==> src/rtl/fleet_pkg.sv <==
// Shared ship-type encoding, fleet composition and FSM states for the fleet placement controller.
package fleet_pkg;

    localparam int unsigned CNT_W = 3;

    typedef enum logic [2:0] {
        SUBMARINO    = 3'd0,
        CRUZADOR     = 3'd1,
        HIDROAVIAO   = 3'd2,
        ENCOURACADO  = 3'd3,
        PORTA_AVIOES = 3'd4
    } ship_t;

    localparam ship_t LAST_TYPE = PORTA_AVIOES;

    // Ships of each type in one fleet, indexed by ship_t.
    localparam logic [CNT_W-1:0] FLEET_COUNT [5] = '{3'd5, 3'd2, 3'd2, 3'd1, 3'd1};

    typedef enum logic [3:0] {
        IDLE,
        DIR,
        ORIENT,
        SET_X,
        SET_Y,
        VALIDATE,
        STORE,
        NEXT,
        DONE
    } state_t;

    function automatic logic [CNT_W-1:0] fleet_count(input ship_t t);
        return (t > LAST_TYPE) ? CNT_W'(1) : FLEET_COUNT[t];
    endfunction

endpackage

==> src/rtl/fleet_counter.sv <==
// Tracks ship-of-type count, current ship type and current player; advances once per step.
module fleet_counter #(
    parameter int unsigned N_PLAYERS = 2,
    parameter int unsigned PW        = 1
) (
    input  logic          i_clk,
    input  logic          i_reset,
    input  logic          i_step,
    output logic [2:0]    o_tipo,
    output logic [PW-1:0] o_jogador,
    output logic          o_last_ship_c,
    output logic          o_last_player_c
);
    import fleet_pkg::*;

    ship_t            r_tipo;
    logic [CNT_W-1:0] r_count;
    logic [PW-1:0]    r_jogador;
    logic             w_type_full;

    assign w_type_full     = (r_count + CNT_W'(1)) == fleet_count(r_tipo);
    assign o_last_ship_c   = w_type_full && (r_tipo == LAST_TYPE);
    assign o_last_player_c = r_jogador == PW'(N_PLAYERS - 1);

    always_ff @(posedge i_clk) begin
        if (i_reset) begin
            r_tipo    <= SUBMARINO;
            r_count   <= '0;
            r_jogador <= '0;
        end else if (i_step) begin
            if (!w_type_full) begin
                r_count <= r_count + CNT_W'(1);
            end else begin
                r_count <= '0;
                if (r_tipo == LAST_TYPE) begin
                    r_tipo    <= SUBMARINO;
                    r_jogador <= o_last_player_c ? '0 : r_jogador + PW'(1);
                end else begin
                    r_tipo <= ship_t'(r_tipo + 3'd1);
                end
            end
        end
    end

    assign o_tipo    = r_tipo;
    assign o_jogador = r_jogador;

endmodule

==> src/rtl/fleet_placement_ctrl.sv <==
// Sequences every player through placing a full fleet, manually or from the random source.
// Optional validator watchdog enabled by defining PLACE_TIMEOUT_EN.
module fleet_placement_ctrl #(
    parameter int unsigned BOARD_N   = 8,
    parameter int unsigned COORD_W   = 3,
    parameter int unsigned N_PLAYERS = 2,
    parameter int unsigned TIMEOUT   = 15,
    localparam int unsigned PW       = (N_PLAYERS > 1) ? $clog2(N_PLAYERS) : 1
) (
    input  logic               clk,
    input  logic               reset,
    input  logic               enable,
    input  logic               enter,
    input  logic               select,
    input  logic               mode,
    input  logic [COORD_W-1:0] rand_pos,
    input  logic [2:0]         rand_dir,
    input  logic               val_ack,
    input  logic               val_conflict,
    output logic               val_req,
    output logic               store_we,
    output logic [2:0]         tipo,
    output logic [PW-1:0]      jogador,
    output logic [COORD_W-1:0] X1,
    output logic [COORD_W-1:0] Y1,
    output logic               direcao,
    output logic [1:0]         orientacao,
    output logic               ready,
    output logic               err_timeout
);
    import fleet_pkg::*;

    state_t             r_state;
    logic               r_val_req;
    logic               r_store_we;
    logic               r_direcao;
    logic [1:0]         r_orient;
    logic [COORD_W-1:0] r_x;
    logic [COORD_W-1:0] r_y;
    logic               r_ready;

    logic               w_auto;
    logic               w_step;
    logic               w_last_ship;
    logic               w_last_player;
    logic               w_timeout;
    logic [2:0]         w_tipo;
    logic [PW-1:0]      w_jogador;
    logic [COORD_W-1:0] w_rand_coord;

    function automatic logic [COORD_W-1:0] coord_inc(input logic [COORD_W-1:0] c);
        return (c >= COORD_W'(BOARD_N - 1)) ? '0 : c + COORD_W'(1);
    endfunction

    assign w_auto       = (w_jogador != '0) && !mode;
    assign w_rand_coord = COORD_W'(32'(rand_pos) % BOARD_N);
    assign w_step       = enable && (r_state == NEXT);

    fleet_counter #(
        .N_PLAYERS (N_PLAYERS),
        .PW        (PW)
    ) u_counter (
        .i_clk           (clk),
        .i_reset         (reset),
        .i_step          (w_step),
        .o_tipo          (w_tipo),
        .o_jogador       (w_jogador),
        .o_last_ship_c   (w_last_ship),
        .o_last_player_c (w_last_player)
    );

`ifdef PLACE_TIMEOUT_EN
    localparam int unsigned TO_W = $clog2(TIMEOUT + 1);

    logic [TO_W-1:0] r_to_cnt;
    logic            r_err_timeout;

    assign w_timeout = (r_to_cnt == TO_W'(TIMEOUT - 1));

    // Counts enabled VALIDATE cycles without an ack; clears whenever VALIDATE is left.
    always_ff @(posedge clk) begin
        if (reset) begin
            r_to_cnt      <= '0;
            r_err_timeout <= 1'b0;
        end else if (enable) begin
            if (r_state == VALIDATE && !val_ack) begin
                if (w_timeout) begin
                    r_to_cnt      <= '0;
                    r_err_timeout <= 1'b1;
                end else begin
                    r_to_cnt <= r_to_cnt + TO_W'(1);
                end
            end else begin
                r_to_cnt <= '0;
            end
        end
    end

    assign err_timeout = r_err_timeout;
`else
    logic w_unused_timeout;

    assign w_timeout        = 1'b0;
    assign w_unused_timeout = ^32'(TIMEOUT);
    assign err_timeout      = 1'b0;
`endif

    // Placement FSM with registered candidate and handshake outputs.
    always_ff @(posedge clk) begin
        if (reset) begin
            r_state    <= IDLE;
            r_val_req  <= 1'b0;
            r_store_we <= 1'b0;
            r_direcao  <= 1'b0;
            r_orient   <= '0;
            r_x        <= '0;
            r_y        <= '0;
            r_ready    <= 1'b0;
        end else if (!enable) begin
            r_store_we <= 1'b0;
        end else begin
            r_store_we <= 1'b0;
            case (r_state)
                IDLE: r_state <= DIR;
                DIR: begin
                    if (w_auto) begin
                        r_direcao <= rand_dir[0];
                        r_state   <= ORIENT;
                    end else if (enter) begin
                        r_state <= ORIENT;
                    end else if (select) begin
                        r_direcao <= ~r_direcao;
                    end
                end
                ORIENT: begin
                    if (w_auto) begin
                        r_orient <= rand_dir[2:1];
                        r_state  <= SET_X;
                    end else if (enter) begin
                        r_state <= SET_X;
                    end else if (select) begin
                        r_orient <= r_orient + 2'd1;
                    end
                end
                SET_X: begin
                    if (w_auto) begin
                        r_x     <= w_rand_coord;
                        r_state <= SET_Y;
                    end else if (enter) begin
                        r_state <= SET_Y;
                    end else if (select) begin
                        r_x <= coord_inc(r_x);
                    end
                end
                SET_Y: begin
                    if (w_auto || enter) begin
                        if (w_auto) begin
                            r_y <= w_rand_coord;
                        end
                        r_state   <= VALIDATE;
                        r_val_req <= 1'b1;
                    end else if (select) begin
                        r_y <= coord_inc(r_y);
                    end
                end
                VALIDATE: begin
                    if (val_ack) begin
                        r_val_req <= 1'b0;
                        if (val_conflict) begin
                            r_state <= SET_X;
                        end else begin
                            r_state    <= STORE;
                            r_store_we <= 1'b1;
                        end
                    end else if (w_timeout) begin
                        r_val_req <= 1'b0;
                        r_state   <= SET_X;
                    end
                end
                // A freeze during STORE swallows the strobe, so it is re-issued on resume.
                STORE: begin
                    if (r_store_we) begin
                        r_state <= NEXT;
                    end else begin
                        r_store_we <= 1'b1;
                    end
                end
                NEXT: begin
                    if (w_last_ship && w_last_player) begin
                        r_state <= DONE;
                        r_ready <= 1'b1;
                    end else begin
                        r_state <= DIR;
                    end
                end
                DONE:    r_ready <= 1'b1;
                default: r_state <= IDLE;
            endcase
        end
    end

    assign val_req    = r_val_req;
    assign store_we   = r_store_we;
    assign tipo       = w_tipo;
    assign jogador    = w_jogador;
    assign X1         = r_x;
    assign Y1         = r_y;
    assign direcao    = r_direcao;
    assign orientacao = r_orient;
    assign ready      = r_ready;

endmodule

==> config.mk <==
export PLATFORM = sky130hd
export DESIGN_NAME = fleet_placement_ctrl
export DESIGN_NICKNAME = d
export VERILOG_FILES = /design/src/rtl/fleet_pkg.sv /design/src/rtl/fleet_counter.sv /design/src/rtl/fleet_placement_ctrl.sv
export SDC_FILE = /design/constraint.sdc
export NUM_CORES = 1
export LEC_CHECK = 0
export CAP_MARGIN = 5
export CORE_MARGIN = 2
export CORE_UTILIZATION = 54
export CTS_CLUSTER_DIAMETER = 150
export DETAILED_ROUTE_END_ITERATION = 8
export GPL_TIMING_DRIVEN = 0
export PLACE_DENSITY = 0.84
export RECOVER_POWER = 50
export SLEW_MARGIN = 0
export SYNTH_ARGS = -nofsm -noshare
export SYNTH_HDL_FRONTEND = slang
export SYNTH_SLANG_ARGS = --single-unit
==> constraint.sdc <==
create_clock -name clk -period 5.5 [get_ports clk]
set_input_delay 0.825 -clock clk [delete_from_list [all_inputs] [get_ports clk]]
set_output_delay 0.825 -clock clk [all_outputs]
set_load 0.01 [all_outputs]
==> run metrics <==
post_cts resized 0; highest clock rate 357.6 MHz; post-synthesis register bit count 23; Syn Area/Cell 8.427 um2; Hold Crit Class reg2reg; Initial Util 57.31%; Avg WL per Cell 14.61 um; Die ar. 0.003081 mm2; # rows 18; Final Hold Fails 0; Synth Area in XOR/XNOR 3.057%; synthesized-area fraction occupied by adder cells 6.114%; Seq/Total Area, Yosys 32.14%; M3 GR Usage 2.810%; vias per inst 5.866; largest family of logic cells by synthesized area simple AND/OR/NAND/NOR gates; CP Max Fanout 8; TritonCTS buffer count 3; Die Height 55.51 um; dpl hpwl 2506 um; total clock sinks 23; GRT Util Overall 22.04%; via count 1361; Final period util 50.85%; Clock Skew 0.009004 ns; Cell Pwr Density 162.2 mW/mm2; FILL cells 222; CTS Root Cell clkbuf_4; Synth Net Count 191; Final ANT Viol Nets 0; max_cap viols 0; setup TNS 0 ns; CP Launch Type primary input; Worst Setup SP enable; Required @ worst endpoint 5.72 ns; CP endpoint u_counter.o_jogador$_SDFFE_PP0P_; First-pass DRT Iterations 4; Final Routed Wirelength 3390 um; area delta synth->final 22.79%; Yosys cell types 53; M1 GR Usage 27.78%; total grt overflow 0; Worst-path clk slew 0.14 ns; Reg-to-Reg Start u_counter.o_tipo[0]$_SDFFE_PP0P_; CP max-delay cell nor3_1; Max-slew headroom 32.27%; number of synthesized flops with an enable pin 0; Crit Path Class in2reg; synth warn 0; Cells after Synth 170; clk_lat worst skew 0.31 ns; r2r setup slk 3.04 ns; RSZ-0062 raised after global routing false; Synth Flop Type dfxtp_1; Final min period 2.797 ns; ant diodes 0; CTS Buffer Depth 2; crit path DAT 3.02 ns; global-route wire length before repair 5637 um; CORE AREA 0.002500 mm2; Chip Width 55.51 um; Synth Area in Simple Gates 27.86%; GR Util met2 38.78%; Worst path max stage delay 0.81 ns; Static Leak 0.6744 nW; critical path, cell by cell dlygate4sd3_1 -> nand2_1 -> nor3_1 -> nand3_1 -> mux2_2; compound-cell area share of the yosys netlist 18.52%; max-slew violation count 0; Setup Buffers After CTS 0; layout cell share with drive strength beyond 1 8.416%; H-tree depth 1; r2r endpoint u_counter.o_jogador$_SDFFE_PP0P_; Peak VDD IR 0.1300 mV; pin count of the biggest net entering global routing 14; initial antenna violation count 0; endpoints failing setup 0; TritonCTS clock tree done; Detailed Route Iter0 Violations 43; RD Place Congestion 0.8903; Final #Nets 224; Post-synth ARST share 0%; actual slew at the worst max-slew pin 1.008 ns; gr busiest metal met2; R2R depth 7; mux contribution to synthesized area 5.764%; post-layout util 70.37%; Crit. End Element flop; DRC errors left 0; vias in the first global route 1280; Boundary Pins 31; hold_buf cts 0; port bufs 28; status finished, final reports clean; Post-Synthesis Cell Area 0.001433 mm2
[placed cells by master (no fill, tap or decap), types with 4 or more instances in the layout]
master and n:
a211oi_1 6, a21oi_1 14, a31oi_1 5, clkbuf_1 6, clkdlybuf4s50_1 18, dfxtp_1 23, dlygate4sd3_1 10, ha_1 7
inv_1 5, mux2i_1 6, nand2_1 8, nor2_1 16, nor2b_1 4, nor3_1 10, o21ai_0 6
[report_power, final]
group	switching (mW)	internal, mW	leakage (nW)	total (mW)
clock	0.0537	0.0271	0.0177	0.0809
sequential	0.000956	0.168	0.186	0.169
combinational	0.0186	0.0168	0.471	0.0354
total	0.0733	0.212	0.674	0.285
[registers in the layout (all words and copies together), names as in the netlist]
register / flops
X1: 3
Y1: 3
direcao: 1
orientacao: 2
r_state: 4
ready: 1
store_we: 1
u_counter.o_jogador: 1
u_counter.o_tipo: 3
u_counter.r_count: 3
val_req: 1
[per-layer routing]
metal	up-vias	share of wire, %	wire length (um)
met4	0	1.1	38
met2	41	49	1660
met1	637	45	1542
met5	-	0	0
li1	679	-	-
met3	4	4.4	149
[layout make-up]
| cell class | count | area, um2 | area share (%) |
|---|---|---|---|
| Clock inverter | 1 | 5.005 | 0.2845 |
| Clock buffer | 3 | 22.52 | 1.280 |
| Timing Repair Buffer | 28 | 280.3 | 15.93 |
| Tap cell | 30 | 37.54 | 2.134 |
| Buffer | 13 | 71.32 | 4.054 |
| Multi-Input combinational cell | 129 | 863.3 | 49.08 |
| Sequential cell | 23 | 460.4 | 26.17 |
| Inverter | 5 | 18.77 | 1.067 |
[worst min-delay path by stage]
stage | from | to | slack, ns | depth (start not counted)
finish | ready$_SDFFE_PP0P_ | ready$_SDFFE_PP0P_ | 0.49 | 2
global route | orientacao[1]$_SDFFE_PP0P_ | orientacao[1]$_SDFFE_PP0P_ | 0.52 | 2
CTS | orientacao[1]$_SDFFE_PP0P_ | orientacao[1]$_SDFFE_PP0P_ | 0.50 | 2
detailed placement | ready$_SDFFE_PP0P_ | ready$_SDFFE_PP0P_ | 0.47 | 2
global placement | ready$_SDFFE_PP0P_ | ready$_SDFFE_PP0P_ | 0.46 | 2
floorplan | orientacao[1]$_SDFFE_PP0P_ | orientacao[1]$_SDFFE_PP0P_ | 0.49 | 2
[Yosys cell counts (all sizes together) (3+ instances only)]
| library cell | n | area (um2) |
|---|---|---|
| dfxtp | 23 | 460.4 |
| nor2 | 17 | 71.32 |
| a21oi | 14 | 70.07 |
| nor3 | 10 | 61.31 |
| nand2 | 8 | 37.54 |
| buf | 7 | 48.79 |
| ha | 7 | 87.58 |
| a211oi | 6 | 45.04 |
| clkbuf | 6 | 22.52 |
| mux2i | 6 | 60.06 |
| o21ai | 6 | 30.03 |
| a31oi | 5 | 31.28 |
| inv | 5 | 18.77 |
| nor2b | 4 | 25.02 |
| nand2b | 3 | 18.77 |
| nand3 | 3 | 15.01 |
| nor3b | 3 | 22.52 |
| or3 | 3 | 18.77 |
| xor2 | 3 | 26.28 |
[through the flow]
| step | power (mW) | instance area (um2) | hold slack (ns) | std cells | setup WS [ns] |
|---|---|---|---|---|---|
| global route | 0.2963 | 1759 | 0.5180 | 232 | 2.630 |
| CTS | 0.2857 | 1778 | 0.4957 | 232 | 3.026 |
| finish | 0.2853 | 1759 | 0.4901 | 232 | 2.703 |
| global placement | 0.2072 | 1750 | 0.4577 | 228 | 2.725 |
| floorplan | 0.1923 | 1433 | 0.4945 | 170 | 3.294 |
| detailed placement | 0.2077 | 1750 | 0.4694 | 228 | 2.686 |
[cells by family (layout without fill, tap and decap cells)]
| kind of cell | count (synthesis) | after routing |
|---|---|---|
| AOI/OAI and AO/OA | 41 | 41 |
| xor gates and xnor gates | 5 | 5 |
| adders and majority gates | 7 | 7 |
| buffers and inverters | 18 | 50 |
| DFF | 23 | 23 |
| muxes | 8 | 8 |
| other | 1 | 1 |
| and+or+nand+nor | 67 | 67 |
[critical path: cells and delay by family]
| family | cells | cell delay, ns |
|---|---|---|
| multiplexers | 1 | 0.30 |
| buffers and inverters | 1 | 0.68 |
| AND/OR/NAND/NOR | 3 | 1.20 |
Note: power is estimated with default switching activity, not from simulation.
